## src/rtl/cpu_seq_pkg.sv

```systemverilog
// Shared encodings for the CPU control sequencer and the instruction decoder.
package cpu_seq_pkg;

  typedef enum logic [2:0] {
    S_FETCH  = 3'd0,
    S_FWAIT  = 3'd1,
    S_DECODE = 3'd2,
    S_EXEC   = 3'd3,
    S_MEM    = 3'd4,
    S_MWAIT  = 3'd5,
    S_IRQ    = 3'd6,
    S_HALT   = 3'd7
  } state_e;

  typedef enum logic [2:0] {
    ITYPE_ALU    = 3'd0,
    ITYPE_CMP    = 3'd1,
    ITYPE_LOAD   = 3'd2,
    ITYPE_STORE  = 3'd3,
    ITYPE_BRANCH = 3'd4,
    ITYPE_JAL    = 3'd5,
    ITYPE_HALT   = 3'd6,
    ITYPE_IRET   = 3'd7
  } itype_e;

endpackage

```

## src/rtl/cpu_sequencer_p_mem_wait_timer.sv

```systemverilog
// Loadable down-counter that holds at zero; done is high while the count is zero.
module mem_wait_timer #(
  parameter int WAIT_CNT_W = 4
) (
  input  logic                  clk,
  input  logic                  rst_n,
  input  logic                  load_i,
  input  logic [WAIT_CNT_W-1:0] load_val_i,
  output logic                  done_o
);

  logic [WAIT_CNT_W-1:0] cnt_q, cnt_d;

  always_comb begin
    cnt_d = cnt_q;
    if (load_i) begin
      cnt_d = load_val_i;
    end else if (cnt_q != '0) begin
      cnt_d = cnt_q - WAIT_CNT_W'(1);
    end
  end

  always_ff @(posedge clk or negedge rst_n) begin
    if (!rst_n) begin
      cnt_q <= '0;
    end else begin
      cnt_q <= cnt_d;
    end
  end

  assign done_o = (cnt_q == '0);

endmodule

```

## src/rtl/cpu_sequencer_p.sv

```systemverilog
// Multi-cycle CPU control sequencer with BRAM wait states, ready handshake,
// halt and a single maskable interrupt with return.
module cpu_sequencer_p
  import cpu_seq_pkg::*;
#(
  parameter int MEM_WAIT   = 1,
  parameter int WAIT_CNT_W = 4,
  parameter int IRQ_EN     = 1
) (
  input  logic       clk,
  input  logic       reset,
  input  logic [2:0] instr_type,
  input  logic       mem_ready,
  input  logic       irq,
  output logic       pc_enable,
  output logic       vec_load,
  output logic       ir_enable,
  output logic       r_enable,
  output logic       alu_bus_enable,
  output logic       reg_read,
  output logic       wrt_brm_en,
  output logic       flags_enable,
  output logic       link_en,
  output logic       irq_ack,
  output logic       halted,
  output logic [2:0] state
);

  state_e state_q, state_d;
  logic   irq_mask_q, irq_mask_d;
  logic   tmr_load, tmr_done, boundary;

  mem_wait_timer #(.WAIT_CNT_W(WAIT_CNT_W)) u_timer (
    .clk        (clk),
    .rst_n      (reset),
    .load_i     (tmr_load),
    .load_val_i (WAIT_CNT_W'(MEM_WAIT)),
    .done_o     (tmr_done)
  );

  always_ff @(posedge clk or negedge reset) begin
    if (!reset) begin
      state_q    <= S_FETCH;
      irq_mask_q <= 1'b0;
    end else begin
      state_q    <= state_d;
      irq_mask_q <= irq_mask_d;
    end
  end

  always_comb begin
    state_d        = state_q;
    irq_mask_d     = irq_mask_q;
    tmr_load       = 1'b0;
    boundary       = 1'b0;
    pc_enable      = 1'b0;
    vec_load       = 1'b0;
    ir_enable      = 1'b0;
    r_enable       = 1'b0;
    alu_bus_enable = 1'b0;
    reg_read       = 1'b0;
    wrt_brm_en     = 1'b0;
    flags_enable   = 1'b0;
    link_en        = 1'b0;
    irq_ack        = 1'b0;
    halted         = 1'b0;

    case (state_q)
      S_FETCH: begin
        tmr_load = 1'b1;
        state_d  = S_FWAIT;
      end
      S_FWAIT: begin
        if (tmr_done && mem_ready) begin
          ir_enable = 1'b1;
          state_d   = S_DECODE;
        end
      end
      S_DECODE: state_d = S_EXEC;
      S_EXEC: begin
        case (instr_type)
          ITYPE_ALU: begin
            r_enable       = 1'b1;
            alu_bus_enable = 1'b1;
            flags_enable   = 1'b1;
            pc_enable      = 1'b1;
            boundary       = 1'b1;
          end
          ITYPE_CMP: begin
            flags_enable = 1'b1;
            pc_enable    = 1'b1;
            boundary     = 1'b1;
          end
          ITYPE_BRANCH: begin
            pc_enable = 1'b1;
            boundary  = 1'b1;
          end
          ITYPE_JAL: begin
            link_en   = 1'b1;
            r_enable  = 1'b1;
            pc_enable = 1'b1;
            boundary  = 1'b1;
          end
          ITYPE_IRET: begin
            pc_enable  = 1'b1;
            irq_mask_d = 1'b0;
            boundary   = 1'b1;
          end
          ITYPE_LOAD, ITYPE_STORE: state_d = S_MEM;
          ITYPE_HALT:              state_d = S_HALT;
          default:                 state_d = S_FETCH;
        endcase
      end
      S_MEM: begin
        reg_read   = 1'b1;
        wrt_brm_en = (instr_type == ITYPE_STORE);
        tmr_load   = 1'b1;
        state_d    = S_MWAIT;
      end
      S_MWAIT: begin
        reg_read = 1'b1;
        if (tmr_done && mem_ready) begin
          r_enable  = (instr_type == ITYPE_LOAD);
          pc_enable = 1'b1;
          boundary  = 1'b1;
        end
      end
      S_IRQ: begin
        // Return address goes to r15 through the link path while PC takes the vector.
        link_en    = 1'b1;
        r_enable   = 1'b1;
        pc_enable  = 1'b1;
        vec_load   = (IRQ_EN != 0);
        irq_ack    = (IRQ_EN != 0);
        irq_mask_d = 1'b1;
        state_d    = S_FETCH;
      end
      S_HALT: halted = 1'b1;
      default: state_d = S_FETCH;
    endcase

    // Mask is taken from its next value so an IRET at the boundary unmasks immediately.
    if (boundary) begin
      state_d = ((IRQ_EN != 0) && irq && !irq_mask_d) ? S_IRQ : S_FETCH;
    end
  end

  assign state = state_q;

endmodule

```

## config.mk

```make
export PLATFORM = sky130hd
export DESIGN_NAME = cpu_sequencer_p
export DESIGN_NICKNAME = d
export VERILOG_FILES = /design/src/rtl/cpu_seq_pkg.sv /design/src/rtl/cpu_sequencer_p_mem_wait_timer.sv /design/src/rtl/cpu_sequencer_p.sv
export SDC_FILE = /design/constraint.sdc
export NUM_CORES = 1
export LEC_CHECK = 0
export CORE_MARGIN = 3
export CORE_UTILIZATION = 30
export CTS_CLUSTER_DIAMETER = 40
export DETAILED_ROUTE_END_ITERATION = 16
export PLACE_DENSITY_LB_ADDON = 0.25
export SLEW_MARGIN = 10
export SYNTH_ARGS = -nofsm -noshare
export SYNTH_HDL_FRONTEND = slang
export SYNTH_SLANG_ARGS = --single-unit
```

## constraint.sdc

```tcl
create_clock -name clk -period 2.7 [get_ports clk]
set_clock_uncertainty 0.1 [all_clocks]
set_input_delay 0.27 -clock clk [delete_from_list [all_inputs] [get_ports clk]]
set_output_delay 0.27 -clock clk [all_outputs]
set_load 0.02 [all_outputs]
```

==> results of run 1 <==
[sequential cells by signal, indices dropped and copies added, names as in the netlist]
signal,count
irq_mask_q,1
state,3
u_timer.cnt_q,4
[per-stage QoR]
| stage | instance area (sq um) | cells |
|---|---|---|
| 2_1_floorplan | 613 | 72 |
| 3_5_place_dp | 811 | 112 |
| 5_1_grt | 833 | 115 |
| 3_3_place_gp | 811 | 112 |
| 6_report | 833 | 115 |
| 4_1_cts | 833 | 115 |
[logic make-up (layout without fill, tap and decap cells)]
group                    after synthesis  in the layout
AND/OR/NAND/NOR                       36             36
AO/OA/AOI/OAI                         17             17
flip-flops                             8              8
buffers and inverters                  8             26
adder cells (fa/ha/maj)                2              2
XOR/XNOR                               1              1
[worst min-delay path by stage]
stage	from	cells after the start	slack, ps	end
CTS	reset	1	210	state[1]
floorplan	reset	0	-130	irq_mask_q
global placement	irq_mask_q	2	410	irq_mask_q
detailed placement	irq_mask_q	2	410	irq_mask_q
finish	reset	1	200	state[1]
global route	reset	1	210	state[2]
[area by class of cell]
cell class	count	area, sq um	share of cell area
Clock buffer	3	22.5	0.0270
Timing Repair Buffer	20	200	0.240
Inverter	3	11.3	0.0135
Sequential cell	8	200	0.240
Tap cell	25	31.3	0.0375
Multi-Input combinational cell	56	368	0.441
[metal layers]
layer  share of wire  track usage  vias up
met5               0            0        -
li1                -            -      296
met4               0       0.0269        0
met1            0.48        0.141      259
met3           0.080       0.0496        0
met2            0.44        0.172       17
[placed cells by master, fill, tap and decap left out, types with 2 or more instances in the layout]
cell type	instances
sky130_fd_sc_hd__or2_1	2
sky130_fd_sc_hd__a21oi_1	7
sky130_fd_sc_hd__nor2_1	7
sky130_fd_sc_hd__nand2_1	3
sky130_fd_sc_hd__a31oi_1	2
sky130_fd_sc_hd__nor3_1	4
sky130_fd_sc_hd__clkdlybuf4s50_1	20
sky130_fd_sc_hd__a211oi_1	2
sky130_fd_sc_hd__nand3_1	3
sky130_fd_sc_hd__nand2b_1	3
sky130_fd_sc_hd__dfrtp_1	8
sky130_fd_sc_hd__inv_1	3
sky130_fd_sc_hd__nand3b_1	4
sky130_fd_sc_hd__clkbuf_4	3
sky130_fd_sc_hd__ha_1	2
sky130_fd_sc_hd__o22ai_2	2
[where the power goes]
part / switching, mW / total (mW) / internal, mW
clock: 0.0359 / 0.0864 / 0.0505
combinational: 0.249 / 0.507 / 0.258
sequential: 0.101 / 0.279 / 0.178
==> impl_summary.txt, run 1 <==
----------------------------------------------------
[Detailed routing]
  Overall routed net length ... 1.31 mm
  Vias per Instance ... 4.97
  Wire length per cell after detailed routing ... 11.4 um
  Antenna Nets Post-Route ... 0
  Total DRC errors in the routed layout ... 0
  Total number of vias ... 572
  Iteration count of the initial detailed-routing pass ... 4
  Iteration-0 DRC Markers ... 11

[Worst setup path]
  Startpoint types ... flip-flop
  Worst Reg2Reg Path Length in Cells ... 6
  CP endpoint ... pc_enable
  CP peak stage delay ... 640 ps
  Critical Setup Path Class ... flip-flop to primary output
  Worst Setup End Kind ... primary output
  Critical Path AT ... 2110 ps
  Setup slack, reg-to-reg ... 1120 ps
  Worst R2R Start ... u_timer.cnt_q[0]
  Crit Path Max Fanout ... 18
  End of the worst register-to-register path ... state[0]
  Largest delay contributor family on the critical path ... flip-flops
  Required time worst endpoint ... 2330 ps
  Series of cell instances along the critical path ... nand3b_1 > o22ai_2 > or2_1 > clkdlybuf4s50_1
  Launch point of the worst path ... state[0]
  Slowest CP cell ... sky130_fd_sc_hd__dfrtp_1
  Critical path buffer and inverter count ... 1
  Count of cell instances traversed by the critical path ... 4

[Placed design]
  HPWL Detailed ... 1.02 mm
  Routability cong. ... 0.758
  Minimum setup slack after placement ... 311 ps
  # port buffers ... 20

[Min path]
  Class of the most critical hold timing path ... primary input to asynchronous set/reset pin

[Die]
  Floorplan die width ... 51.2 um
  Number of primary I/O pins ... 21
  Count of standard-cell rows ... 15
  Initial Utilization ... 0.337
  Chip Height ... 51.2 um
  Die area ... 0.00262 sq mm
  Placeable core region ... 0.00182 sq mm

[Yosys]
  Cell area after synthesis ... 613 sq um
  Compound-Gate Fraction of Synth Area ... 0.188
  Avg Synthesized Cell Area ... 8.52 sq um
  Synth top area share ... 0.327
  Cell types with the highest counts after synthesis ... 8 x sky130_fd_sc_hd__dfrtp_1, 7 x sky130_fd_sc_hd__a21oi_1, 7 x sky130_fd_sc_hd__nor2_1
  Post-synthesis net count ... 81
  Leading cell types by total area after synthesis ... sky130_fd_sc_hd__dfrtp_1 33%, sky130_fd_sc_hd__a21oi_1 5.7%, sky130_fd_sc_hd__nand3b_1 4.9%, sky130_fd_sc_hd__nor2_1 4.3%, sky130_fd_sc_hd__ha_1 4.1%
  Adder and majority gate portion of the synthesized area ... 0.0408
  Library cells used by synthesis ... 32
  Synthesis-stage register bit count ... 8
  Synthesized instance count ... 72
  Library cell with the largest summed area after synthesis ... sky130_fd_sc_hd__dfrtp_1
  Seq/Total Area, Yosys ... 0.327
  Share of cell area taken by muxes after synthesis ... 0
  Area share of xor/xnor cells in the synthesized design ... 0.0143
  Top flip-flop cell by instance count after synthesis ... sky130_fd_sc_hd__dfrtp_1
  Count of flip-flops with a built-in enable after synthesis ... 0
  Count of synthesis-stage warnings from yosys ... 0
  Simple-Gate Fraction of Synth Area ... 0.357
  Combinational family with the most area after synthesis ... simple AND/OR/NAND/NOR gates
  Async set-or-reset flop fraction in the synthesized netlist ... 1.00
  Top-count cell post-synth ... sky130_fd_sc_hd__dfrtp_1

[Clock network]
  Buffer levels on the longest clock path ... 2
  Clock latency on the worst-skew pair ... 250 ps
  Clock buffer count from CTS ... 3
  Clock transition at the registers of the reported paths ... 50 ps
  Post-CTS setup buffer count ... 0
  CTS tree ... done
  Clock tree root driver cell ... sky130_fd_sc_hd__clkbuf_4
  Number of hold buffers added after CTS ... 0
  Clock Sink Count ... 8
  Post-CTS sizing ... 0
  Maximum level of the CTS H-tree ... 1

[STA]
  Tightest Pin Transition ... 494 ps
  Accumulated negative setup slack ... 0 ps
  Crit share post-route ... 0.920
  Final Hold Fails ... 0
  Period minus WS final ... 2480 ps
  Fin Hold WS ... 200 ps
  Max Transition Viols Final ... 0
  Worst setup margin ... 215 ps
  Normalized max-slew margin ... 0.671
  Max Fclk ... 402 MHz
  Count of endpoints failing setup in the final report ... 0
  RSZ-0062 raised after global routing ... false

[Global routing]
  Antenna violations before repair ... 0
  Maximum number of pins on one net before global-route repair ... 19
  Sum of overflow across all layers after global routing ... 0
  Overall fraction of global-route tracks in use ... 0.111
  Global-route wire length before repair ... 2.21 mm
  Via count of the first global-routing pass ... 517

[Pwr]
  Leakage power total ... 0.318 nW
  Final Power ... 0.872 mW
  Worst supply voltage drop on vdd ... 0.756 mV
  Power per Cell Area ... 1050 mW/mm^2

[Layout]
  Post-layout net count ... 101
  # fillers ... 191
  End-of-flow core utilization ... 0.458
  Synthesis-to-finish area growth ... 35.9%
  Fraction of layout instances using a drive strength above 1 ... 0.0778
  Inserted Diodes ... 0

[Run status]
  Run status ... finished clean

[Flow run]
  Number of maximum-capacitance violations ... 0

----------------------------------------------------
Note: power is estimated with default switching activity, not from simulation.
==> run 2: changes to the inputs <==
- CTS_CLUSTER_DIAMETER: 40 -> 150
==> results of run 2 <==
The final DEF is identical to that of run 1; final timing and power are the same.
